[src/rtl/mem_stage_if.sv]
// mem_stage_if: req/ack data-RAM bus between the MEM stage and data memory
//   req   : bus request, held until ack
//   we    : 1 = store
//   addr  : word-aligned byte address
//   sel   : little-endian byte-lane enables
//   wdata : store data, replicated across lanes
//   ack   : transaction complete, rdata valid in the same cycle
//   rdata : read data
interface mem_stage_if;
   logic        req;
   logic        we;
   logic [31:0] addr;
   logic [3:0]  sel;
   logic [31:0] wdata;
   logic        ack;
   logic [31:0] rdata;
   modport master (output req, we, addr, sel, wdata, input ack, rdata);
   modport slave  (input req, we, addr, sel, wdata, output ack, rdata);
endinterface

[src/rtl/mem_stage.sv]
// mem_stage: MEM pipeline stage and MEM/WB register, runs loads/stores on a req/ack RAM bus
//   clk, rst (async, active low)
//   mem_op, result_in, store_data, write_reg_*_in, write_hilo_*_in : from EX
//   flush                      : pipeline flush from control
//   ram (mem_stage_if.master)  : data-RAM bus
//   mem_stall_request          : combinational stall to pipeline control
//   wb_*                       : registered register and HI/LO writes to WB
//   addr_error                 : registered one-cycle misalignment pulse
module mem_stage (
   input  logic        clk,
   input  logic        rst,
   input  logic [3:0]  mem_op,
   input  logic [31:0] result_in,
   input  logic [31:0] store_data,
   input  logic        write_reg_en_in,
   input  logic [4:0]  write_reg_addr_in,
   input  logic        write_hilo_en_in,
   input  logic [31:0] write_hi_data_in,
   input  logic [31:0] write_lo_data_in,
   input  logic        flush,
   mem_stage_if.master ram,
   output logic        mem_stall_request,
   output logic        wb_write_reg_en,
   output logic [4:0]  wb_write_reg_addr,
   output logic [31:0] wb_result,
   output logic        wb_write_hilo_en,
   output logic [31:0] wb_hi_data,
   output logic [31:0] wb_lo_data,
   output logic        addr_error
);
   localparam logic [3:0] OP_LB = 4'd1, OP_LBU = 4'd2, OP_LH = 4'd3, OP_LHU = 4'd4,
                          OP_LW = 4'd5, OP_SB = 4'd6, OP_SH = 4'd7, OP_SW = 4'd8;
   typedef enum logic {IDLE, WAIT} state_t;
   state_t      state, state_nx;
   logic [1:0]  a, a_q;
   logic        is_byte, is_half, is_word, is_mem, misaligned, start, ack_w, drop, drop_e;
   logic [3:0]  sel_c, op_q;
   logic [31:0] wdata_c, load_data;
   logic [7:0]  byte_v;
   logic [15:0] half_v;
   logic        wen_q, hilo_q;
   logic [4:0]  waddr_q;
   logic [31:0] hi_q, lo_q;
   assign a          = result_in[1:0];
   assign is_byte    = mem_op == OP_LB || mem_op == OP_LBU || mem_op == OP_SB;
   assign is_half    = mem_op == OP_LH || mem_op == OP_LHU || mem_op == OP_SH;
   assign is_word    = mem_op == OP_LW || mem_op == OP_SW;
   assign is_mem     = is_byte | is_half | is_word;
   assign misaligned = (is_half & a[0]) | (is_word & (a != 2'b00));
   assign start      = state == IDLE && is_mem && !misaligned && !flush;
   assign ack_w      = state == WAIT && ram.ack;
   // a flush on the ack cycle itself also discards the result
   assign drop_e     = drop | flush;
   always_ff @(posedge clk or negedge rst)
      if (!rst) state <= IDLE;
      else      state <= state_nx;
   // stall is forced low during reset so an abandoned transaction releases the pipeline at once
   always_comb begin
      state_nx          = start ? WAIT : ack_w ? IDLE : state;
      mem_stall_request = rst & (start | (state == WAIT && !ram.ack));
   end
   always_comb begin
      sel_c     = is_word ? 4'b1111 : is_half ? (a[1] ? 4'b1100 : 4'b0011) : 4'b0001 << a;
      wdata_c   = is_word ? store_data : is_half ? {2{store_data[15:0]}} : {4{store_data[7:0]}};
      byte_v    = ram.rdata[{a_q, 3'b000} +: 8];
      half_v    = a_q[1] ? ram.rdata[31:16] : ram.rdata[15:0];
      load_data = op_q == OP_LB  ? {{24{byte_v[7]}}, byte_v} :
                  op_q == OP_LBU ? {24'd0, byte_v} :
                  op_q == OP_LH  ? {{16{half_v[15]}}, half_v} :
                  op_q == OP_LHU ? {16'd0, half_v} : ram.rdata;
   end
   always_ff @(posedge clk or negedge rst)
      if (!rst) begin
         ram.req           <= 1'b0;
         ram.we            <= 1'b0;
         ram.addr          <= '0;
         ram.sel           <= '0;
         ram.wdata         <= '0;
         wb_write_reg_en   <= 1'b0;
         wb_write_reg_addr <= '0;
         wb_result         <= '0;
         wb_write_hilo_en  <= 1'b0;
         wb_hi_data        <= '0;
         wb_lo_data        <= '0;
         addr_error        <= 1'b0;
         drop              <= 1'b0;
         op_q              <= '0;
         a_q               <= '0;
         wen_q             <= 1'b0;
         waddr_q           <= '0;
         hilo_q            <= 1'b0;
         hi_q              <= '0;
         lo_q              <= '0;
      end else if (state == IDLE) begin
         // memory ops, misaligned ops and flushes all leave a bubble; data fields are don't-care then
         wb_write_reg_en   <= !flush && !is_mem && write_reg_en_in;
         wb_write_hilo_en  <= !flush && !is_mem && write_hilo_en_in;
         wb_write_reg_addr <= write_reg_addr_in;
         wb_result         <= result_in;
         wb_hi_data        <= write_hi_data_in;
         wb_lo_data        <= write_lo_data_in;
         addr_error        <= !flush && misaligned;
         drop              <= 1'b0;
         if (start) begin
            ram.req   <= 1'b1;
            ram.we    <= mem_op == OP_SB || mem_op == OP_SH || mem_op == OP_SW;
            ram.addr  <= {result_in[31:2], 2'b00};
            ram.sel   <= sel_c;
            ram.wdata <= wdata_c;
            op_q      <= mem_op;
            a_q       <= a;
            wen_q     <= write_reg_en_in;
            waddr_q   <= write_reg_addr_in;
            hilo_q    <= write_hilo_en_in;
            hi_q      <= write_hi_data_in;
            lo_q      <= write_lo_data_in;
         end
      end else if (ram.ack) begin
         ram.req           <= 1'b0;
         wb_write_reg_en   <= !drop_e && !ram.we && wen_q;
         wb_write_hilo_en  <= !drop_e && hilo_q;
         wb_write_reg_addr <= waddr_q;
         wb_result         <= load_data;
         wb_hi_data        <= hi_q;
         wb_lo_data        <= lo_q;
         addr_error        <= 1'b0;
         drop              <= 1'b0;
      end else begin
         wb_write_reg_en  <= 1'b0;
         wb_write_hilo_en <= 1'b0;
         addr_error       <= 1'b0;
         drop             <= drop | flush;
      end
endmodule

[src/flat_wrapper.sv]
// flat-port wrapper written by rule: the top's interface ports become plain ports
module mem_stage_flat 
  (clk, rst, mem_op, result_in, store_data, write_reg_en_in, write_reg_addr_in, write_hilo_en_in, write_hi_data_in, write_lo_data_in, flush, mem_stall_request, wb_write_reg_en, wb_write_reg_addr, wb_result, wb_write_hilo_en, wb_hi_data, wb_lo_data, addr_error, ram_req, ram_we, ram_addr, ram_sel, ram_wdata, ram_ack, ram_rdata);
  mem_stage_if ram_i ();
  input  logic clk;
  input  logic rst;
  input  logic [3:0] mem_op;
  input  logic [31:0] result_in;
  input  logic [31:0] store_data;
  input  logic write_reg_en_in;
  input  logic [4:0] write_reg_addr_in;
  input  logic write_hilo_en_in;
  input  logic [31:0] write_hi_data_in;
  input  logic [31:0] write_lo_data_in;
  input  logic flush;
  output logic mem_stall_request;
  output logic wb_write_reg_en;
  output logic [4:0] wb_write_reg_addr;
  output logic [31:0] wb_result;
  output logic wb_write_hilo_en;
  output logic [31:0] wb_hi_data;
  output logic [31:0] wb_lo_data;
  output logic addr_error;
  output wire logic [$bits(ram_i.req)-1:0] ram_req;
  output wire logic [$bits(ram_i.we)-1:0] ram_we;
  output wire logic [$bits(ram_i.addr)-1:0] ram_addr;
  output wire logic [$bits(ram_i.sel)-1:0] ram_sel;
  output wire logic [$bits(ram_i.wdata)-1:0] ram_wdata;
  input wire logic [$bits(ram_i.ack)-1:0] ram_ack;
  input wire logic [$bits(ram_i.rdata)-1:0] ram_rdata;
  assign ram_req = ram_i.req;
  assign ram_we = ram_i.we;
  assign ram_addr = ram_i.addr;
  assign ram_sel = ram_i.sel;
  assign ram_wdata = ram_i.wdata;
  assign ram_i.ack = ram_ack;
  assign ram_i.rdata = ram_rdata;
  mem_stage u_core (.clk(clk), .rst(rst), .mem_op(mem_op), .result_in(result_in), .store_data(store_data), .write_reg_en_in(write_reg_en_in), .write_reg_addr_in(write_reg_addr_in), .write_hilo_en_in(write_hilo_en_in), .write_hi_data_in(write_hi_data_in), .write_lo_data_in(write_lo_data_in), .flush(flush), .ram(ram_i), .mem_stall_request(mem_stall_request), .wb_write_reg_en(wb_write_reg_en), .wb_write_reg_addr(wb_write_reg_addr), .wb_result(wb_result), .wb_write_hilo_en(wb_write_hilo_en), .wb_hi_data(wb_hi_data), .wb_lo_data(wb_lo_data), .addr_error(addr_error));
endmodule
[config.mk]
export PLATFORM = sky130hd
export DESIGN_NAME = mem_stage_flat
export DESIGN_NICKNAME = d
export VERILOG_FILES = /design/src/rtl/mem_stage_if.sv /design/src/rtl/mem_stage.sv /design/src/flat_wrapper.sv
export SDC_FILE = /design/constraint.sdc
export NUM_CORES = 1
export LEC_CHECK = 0
export ABC_AREA = 1
export ABC_CLOCK_PERIOD_IN_PS = 1700
export CORE_MARGIN = 2
export CORE_UTILIZATION = 47
export DETAILED_ROUTE_END_ITERATION = 10
export GPL_TIMING_DRIVEN = 0
export PLACE_DENSITY = 0.8
export SYNTH_ARGS = -nofsm -noshare
export SYNTH_HDL_FRONTEND = slang
export SYNTH_SLANG_ARGS = --single-unit
[constraint.sdc]
create_clock -name clk -period 1.7 [get_ports clk]
set_input_delay 0.17 -clock clk [delete_from_list [all_inputs] [get_ports clk]]
set_output_delay 0.17 -clock clk [all_outputs]
set_load 0.01 [all_outputs]
==> impl_metrics.json, run 1 <==
{
  "status": "finished, violations left",
  "violations": "negative hold slack, negative setup slack",
  "rsz0062_at_grt": "yes",
  "cts.sinks": 251,
  "powerDensity_mw_per_mm2": 1210,
  "drc": 0,
  "core-area_mm2": 0.0242,
  "synth_compound_area_share_pct": 12.7,
  "synth_seq_cells": 251,
  "start_kind": "flop",
  "crit_type": "reg -> out",
  "numCtsBuffers": 28,
  "critPathMaxFanout": 4,
  "portBuffers": 347,
  "synth_seq_area_share_pct": 54.3,
  "dieArea_mm2": 0.0259,
  "io_pins": 350,
  "timing.final.crit_period_ps": 1870,
  "finalClockSkew_ps": 15.6,
  "clk_pin_slew_ps": 60,
  "hold_viol_final": 76,
  "grt_start_max_net_pins": 113,
  "hold_ws_ps": -431,
  "viasPerCell": 5.26,
  "synth_top_family_by_area": "simple AND/OR/NAND/NOR gates",
  "synth_fa_ha_area_share_pct": 0,
  "synth-simple-area-share_pct": 24.2,
  "fin_crit_sh_pct": 110,
  "dieWidth_um": 161,
  "synth_xor_area_share_pct": 0,
  "via_count": 11500,
  "tightest_slew_ps": 637,
  "std_cell_rows": 57,
  "vdd_drop_max_mv": 0.851,
  "crit_arrival_ps": 1700,
  "grt_use_total_pct": 29.9,
  "hpwl_mm": 28.4,
  "die_h_um": 161,
  "grt_pass1_vias": 11400,
  "insertion_delay_ps": 550,
  "slew_violations": 0,
  "leakage_nw": 8.22,
  "htreeDepth": 1,
  "cts-root-buf": "clkbuf_16",
  "gp_congestion": 0.952,
  "power.total_mw": 20.3,
  "synthCells": 1431,
  "fin_util_pct": 69.1,
  "yosysUniqueCellTypes": 27,
  "hold_class": "in -> async",
  "setup_viol": 4,
  "wl_mm": 39.3,
  "post_drt_wl_per_cell_um": 18.0,
  "fmax_mhz": 534,
  "ys.warnings.count": 0,
  "pre_cts_slack_ps": -1290,
  "area_growth_pct": 44.9,
  "cp_data_required_time_ps": 1530,
  "clockBufferDepth": 3,
  "layout_common_cells": "nand2_1, clkdlybuf4s50_1, dfrtp_1",
  "drive_above_1_share_pct": 8.86,
  "initial_core_util_pct": 47.7,
  "syn_area_mm2": 0.0116,
  "final_nets": 2005,
  "drt.antenna.violating_nets": 0,
  "synth_mux_area_share_pct": 0,
  "slew_headroom_pct": 57.6,
  "placed_cell_area_mm2": 0.0155,
  "gr-total-overflow": 0,
  "drv_cap": 0,
  "worstSetupEndpointType": "primary output",
  "fin_ws_ps": -172,
  "first_pass_iters": 5,
  "tritoncts": "done",
  "antenna_found_initial": 7,
  "layout_commonest_cell": "nand2_1",
  "design_area_mm2": 0.0168,
  "drt-initial-drc-count": 1085,
  "grt_pass1_wl_mm": 61.6,
  "synth_area_per_cell_um2": 8.08
}
[repair_timing]
action | 4_1_cts | 5_1_grt
resized for setup | 55 | 61
pin swaps | 8 | 3
buffers inserted | 15 | 3
endpoints found under the hold margin | 61 | 61
cloned | 0 | 1
setup endpoints to repair | 251 | 158
[worst paths after layout]
| kind | slack [ps] | startpoint | end | cells after the start |
|---|---|---|---|---|
| max | -170 | u_core.state | mem_stall_request | 7 |
| min | -430 | rst | u_core.ram.addr[21] | 1 |
| max reg2reg | -20 | u_core.state | u_core.wb_result[5] | 5 |
| min reg2reg | 470 | u_core.ram.addr[21] | u_core.ram.addr[21] | 2 |
| max in group asynchronous | 1160 | rst | u_core.wb_hi_data[3] | 2 |
| min in group clk | 110 | mem_op[3] | u_core.op_q[3] | 3 |
[routing by layer]
metal	GRT usage (%)	up-vias	part of all wire, %
met5	0	-	0.033
met4	11.3	2	3.6
met3	7.57	93	8.3
met2	50.6	510	49
met1	36.9	5528	39
li1	-	5333	-
[report_power, final]
group / leakage, nW / total [mW] / switching [mW] / internal [mW]
clock: 0.447 / 5.91 / 2.45 / 3.46
sequential: 3.07 / 7.99 / 0.670 / 7.32
combinational: 4.70 / 6.41 / 3.36 / 3.05
[state kept, by name, summed over array words and instances (netlist names), 2 cells and up]
register	count
u_core.ram.wdata	32
u_core.hi_q	32
u_core.waddr_q	5
u_core.lo_q	32
u_core.ram.addr	30
u_core.ram.sel	4
u_core.a_q	2
u_core.wb_hi_data	32
u_core.wb_lo_data	32
u_core.wb_write_reg_addr	5
u_core.op_q	4
u_core.wb_result	32
[layout make-up]
type / count / area (µm²)
fill: 1972 / 7480
sequential: 251 / 6280
multi-input combinational: 952 / 4360
timing repair buffer: 368 / 3680
clock buffer: 44 / 861
buffer: 83 / 567
inverter: 146 / 549
tap: 324 / 405
clock inverter: 6 / 47.5
antenna: 6 / 15.0
[worst max-delay path, stage by stage, from the launching register on]
cell,delay [ps]
dfrtp_2,450
inv_2,100
nor2_4,40
clkbuf_8,140
clkbuf_16,140
nor2_4,100
nor2_1,40
buf_2,140
[metrics by stage]
stage	setup TNS, ps	hold WS [ps]	instances
2_1_floorplan	0	-126	1432
3_3_place_gp	-2686840	453	2103
3_5_place_dp	-129920	144	2105
4_1_cts	-168	-422	2170
5_1_grt	-443	-412	2179
6_report	-206	-431	2180
[synthesized netlist by cell type]
library cell	n	area, µm²
o21ai_1	76	380
nand2_2	4	25.0
o211ai_1	83	623
a21oi_1	8	40.0
buf_6	13	146
o32ai_1	1	8.76
inv_1	144	541
o22ai_1	1	6.26
buf_1	3	11.3
conb_1	1	3.75
clkinv_1	1	3.75
nand3_2	2	20.0
clkbuf_1	42	158
o21ai_0	30	150
nor2_1	27	101
nand2_1	638	2390
nor3_1	1	5.00
nand3b_1	1	7.51
buf_4	8	60.1
nor2_2	2	12.5
dfrtp_1	251	6280
buf_2	17	85.1
and2_1	1	6.26
nor2_4	1	11.3
a22o_1	30	263
inv_2	1	3.75
nand3_1	44	220
[cells by family after synthesis]
| logic type | after synthesis |
|---|---|
| flip-flops | 251 |
| AO/OA/AOI/OAI | 229 |
| AND/OR/NAND/NOR | 721 |
| other | 1 |
| buffers and inverters | 229 |
(Power assumes the default switching activity.)
==> run 2: changes to the inputs <==
- TNS_END_PERCENT: default -> 20
==> impl_metrics.json, run 2 (synthesis results as in run 1) <==
{
  "initial_core_util_pct": 47.7,
  "critPathMaxFanout": 4,
  "tightest_slew_ps": 620,
  "dieWidth_um": 161,
  "status": "finished, violations left",
  "io_pins": 350,
  "reg2reg_depth": 7,
  "slew_violations": 0,
  "setup.worst_path.end": "mem_stall_request",
  "post_drt_wl_per_cell_um": 18.0,
  "layout_common_cells": "nand2_1, clkdlybuf4s50_1, dfrtp_1",
  "cts.sinks": 251,
  "violations": "negative hold slack, negative setup slack",
  "area_growth_pct": 44.6,
  "grt_pass1_wl_mm": 61.4,
  "first_pass_iters": 7,
  "htreeDepth": 1,
  "powerDensity_mw_per_mm2": 1210,
  "layout_commonest_cell": "nand2_1",
  "gr-total-overflow": 0,
  "drc": 0,
  "grt_use_total_pct": 29.7,
  "final_nets": 2000,
  "critical_path.startpoint": "u_core.state",
  "numCtsBuffers": 28,
  "crit_path_top_delay_cell": "dfrtp_2",
  "place_inst": 2105,
  "crit_top_cell": "nor2_4",
  "hpwl_mm": 28.4,
  "worstSetupEndpointType": "primary output",
  "timing.final.crit_period_ps": 1870,
  "via_count": 11400,
  "drt.antenna.violating_nets": 0,
  "leakage_nw": 8.19,
  "die_h_um": 161,
  "core-area_mm2": 0.0242,
  "portBuffers": 347,
  "fmax_mhz": 535,
  "r2r_slack_ps": 0,
  "grt_pass1_vias": 11400,
  "setup_viol": 2,
  "finalClockSkew_ps": 14.6,
  "r2r_start": "u_core.state",
  "viasPerCell": 5.24,
  "slew_headroom_pct": 58.6,
  "grt_start_max_net_pins": 113,
  "rsz0062_at_grt": "yes",
  "start_kind": "flop",
  "drive_above_1_share_pct": 8.35,
  "final_cells": 2175,
  "max_stage_delay_ps": 450,
  "crit_arrival_ps": 1700,
  "hold_ws_ps": -430,
  "vdd_drop_max_mv": 0.860,
  "insertion_delay_ps": 550,
  "dieArea_mm2": 0.0259,
  "antenna_found_initial": 7,
  "std_cell_rows": 57,
  "drt-initial-drc-count": 1050,
  "tritoncts": "done",
  "fin_util_pct": 69.0,
  "cts-root-buf": "clkbuf_16",
  "fin_crit_sh_pct": 110,
  "cp_data_required_time_ps": 1530,
  "gp_congestion": 0.952,
  "hold_class": "in -> async",
  "wl_mm": 39.1,
  "hold_viol_final": 74,
  "timing.rr.end": "u_core.wb_hi_data[6]",
  "clockBufferDepth": 3,
  "drv_cap": 0,
  "fin_ws_ps": -170,
  "clk_pin_slew_ps": 60,
  "crit_type": "reg -> out",
  "cp_cell_sequence": "inv_2 -> nor2_4 -> clkbuf_8 -> clkbuf_16 -> nor2_4 -> nor2_1 -> buf_2"
}
-- run 2: changes by cell type in the layout (fill, tap and decap cells not counted), sizes merged --
| cell | before | now |
|---|---|---|
| buf | 63 | 57 |
| clkbuf | 87 | 88 |
-- run 2: layout make-up --
cell class              count  area, µm²
diodes                      6       15.0
plain buffers              83        564
clock buffers              44        861
clock inverters             6       47.5
fillers                  1966       7520
inverters                 146        549
multi-input cells         952       4360
flip-flops and latches    251       6280
well taps                 324        405
repair buffers            363       3640
-- run 2: worst min path at each step --
| stage | from | endpoint | slack [ps] | cells after the start |
|---|---|---|---|---|
| floorplan | rst | u_core.a_q[0] | -130 | 0 |
| global placement | u_core.ram.wdata[1] | u_core.ram.wdata[1] | 450 | 2 |
| detailed placement | rst | u_core.ram.addr[21] | 140 | 1 |
| CTS | rst | u_core.ram.addr[21] | -420 | 1 |
| global route | rst | u_core.ram.addr[21] | -410 | 1 |
| finish | rst | u_core.ram.addr[21] | -430 | 1 |
-- run 2: through the flow --
stage	power, mW	instance area, µm²	hold WS, ps	worst slack (ps)	TNS (ps)
finish	20.3	16700	-430	-170	-174
global placement	14.1	15500	453	-10210	-2686840
CTS	20.3	16600	-422	-166	-473
global route	21.3	16700	-412	-224	-1510
floorplan	10.9	11600	-126	165	0
detailed placement	14.2	15500	144	-1290	-129920
-- run 2: critical path, delay by kind of cell, from the launching register on --
kind          cells  cell delay, ps
buf+inv           4             520
flops             1             450
simple gates      3             180
-- run 2: power by group --
part           total (mW)  switching [mW]  internal, mW
combinational        6.36            3.34          3.02
clock                5.92            2.46          3.46
sequential           7.99           0.668          7.32
-- run 2: per-layer routing --
layer	global-route usage, %	routed length [µm]	up-vias
met4	11.5	1450	2
li1	-	-	5319
met2	50.3	19100	490
met5	0	13	-
met1	36.8	15300	5505
met3	7.52	3220	90
-- run 2: timing repair --
item	CTS	global route
buffers inserted	10	4
setup endpoints to repair	251	157
resized for setup	56	50
pin swaps	6	3
hold endpoints to repair	61	61
==> run 3: changes to the inputs <==
- PLACE_DENSITY: 0.8 -> default
- PLACE_DENSITY_LB_ADDON: default -> 0.25
==> impl_metrics.json, run 3 (synthesis results as in run 1) <==
{
  "status": "finished, violations left",
  "violations": "negative hold slack, negative setup slack",
  "drive_above_1_share_pct": 8.14,
  "worstSetupEndpointType": "primary output",
  "drt-initial-drc-count": 831,
  "drv_cap": 0,
  "area_growth_pct": 44.5,
  "cp_data_required_time_ps": 1530,
  "setup_viol": 1,
  "grt_pass1_wl_mm": 59.1,
  "finalClockSkew_ps": 9.60,
  "wl_mm": 37.6,
  "start_kind": "flop",
  "r2r_slack_ps": 30,
  "numCtsBuffers": 27,
  "final_nets": 2000,
  "hold_class": "in -> async",
  "gr-total-overflow": 0,
  "vdd_drop_max_mv": 0.912,
  "fin_ws_ps": -148,
  "crit_type": "reg -> out",
  "die_h_um": 161,
  "std_cell_rows": 57,
  "p_seq_share_pct": 39.6,
  "cts.sinks": 251,
  "insertion_delay_ps": 540,
  "multi_input_area_mm2": 0.00438,
  "hold_ws_ps": -370,
  "p_switching_mw": 6.40,
  "clk_pin_slew_ps": 60,
  "grt_use_met3_pct": 6.95,
  "grtUsageMet1_pct": 35.7,
  "initial_core_util_pct": 47.7,
  "n_fill_cell": 1980,
  "dieArea_mm2": 0.0259,
  "viasPerCell": 5.10,
  "drt.antenna.violating_nets": 0,
  "fin_util_pct": 68.9,
  "slew_headroom_pct": 55.3,
  "clockBufferDepth": 3,
  "powerDensity_mw_per_mm2": 1210,
  "grtUsageMet2_pct": 48.8,
  "grt_busiest_layer": "met2",
  "pwr-share-clk_pct": 29.1,
  "seqCellArea_mm2": 0.00628,
  "final_cells": 2172,
  "setup-tns-final_ps": -148,
  "timing.final.crit_period_ps": 1850,
  "placed_cell_area_mm2": 0.0155,
  "core-area_mm2": 0.0242,
  "place_inst": 2105,
  "switching_share_pct": 31.6,
  "first_pass_iters": 5,
  "io_pins": 350,
  "power.total_mw": 20.2,
  "grt_pass1_vias": 11100,
  "drc": 0,
  "critical_path.startpoint": "u_core.state",
  "crit_arrival_ps": 1680,
  "r2r_start": "u_core.state",
  "hold_viol_final": 80,
  "gp_congestion": 0.929,
  "combPwrFrac_pct": 31.4,
  "htreeDepth": 1,
  "design_area_mm2": 0.0167,
  "critPathMaxFanout": 4,
  "grt_start_max_net_pins": 91,
  "intPower_mw": 13.8,
  "tightest_slew_ps": 670,
  "slew_violations": 0,
  "cts-root-buf": "clkbuf_16",
  "portBuffers": 347,
  "layout_common_cells": "nand2_1, clkdlybuf4s50_1, dfrtp_1",
  "hpwl_mm": 27.4,
  "via_count": 11100,
  "grt_use_total_pct": 28.7,
  "rsz0062_at_grt": "yes",
  "tritoncts": "done",
  "fmax_mhz": 541,
  "leakage_nw": 8.14,
  "antenna_found_initial": 6,
  "pre_cts_slack_ps": -1240,
  "post_drt_wl_per_cell_um": 17.3,
  "fin_crit_sh_pct": 109,
  "dieWidth_um": 161,
  "layout_commonest_cell": "nand2_1"
}
[run 3: per-layer routing]
metal	routed length, µm	vias up
li1	-	5330
met1	14900	5247
met2	18200	405
met3	3070	91
met4	1370	0
met5	0	-
[run 3: layout make-up]
class / count / share of cell area, %
clock buffers: 37 / 4.63
repair buffers: 364 / 21.8
inverters: 146 / 3.31
well taps: 324 / 2.43
multi-input cells: 952 / 26.2
clock inverters: 9 / 0.636
diodes: 6 / 0.0898
flip-flops and latches: 251 / 37.6
plain buffers: 83 / 3.29
[run 3: repair_timing]
action                                  in CTS  in global routing
pin swaps                                    8                  3
setup buffers                                9                  6
resized for setup                           50                 53
endpoints found under the setup margin     248                123
endpoints found under the hold margin       80                 80
[run 3: power by group through the flow]
stage | registers [mW] | logic [mW] | clock network [mW]
2_1_floorplan | 8.37 | 2.54 | 0
3_3_place_gp | 8.05 | 6.01 | 0
3_5_place_dp | 8.08 | 6.13 | 0
4_1_cts | 8.00 | 6.26 | 5.96
5_1_grt | 8.16 | 6.95 | 6.21
6_report | 8.01 | 6.35 | 5.88
[run 3: path summary, 6_finish.rpt]
check	end	depth (start not counted)
max	mem_stall_request	7
min	u_core.ram.wdata[17]	1
max reg2reg	u_core.wb_lo_data[25]	5
min reg2reg	u_core.ram.wdata[21]	2
max in group asynchronous	u_core.wb_lo_data[7]	2
min in group clk	u_core.op_q[2]	3
[run 3: critical path: stages, from the launching register on]
cell and delay (ps):
dfrtp_2 450, nor2_4 110, nand2_2 70, nor2_4 130, buf_12 120, nor2_4 30
nor2_1 70, buf_2 150
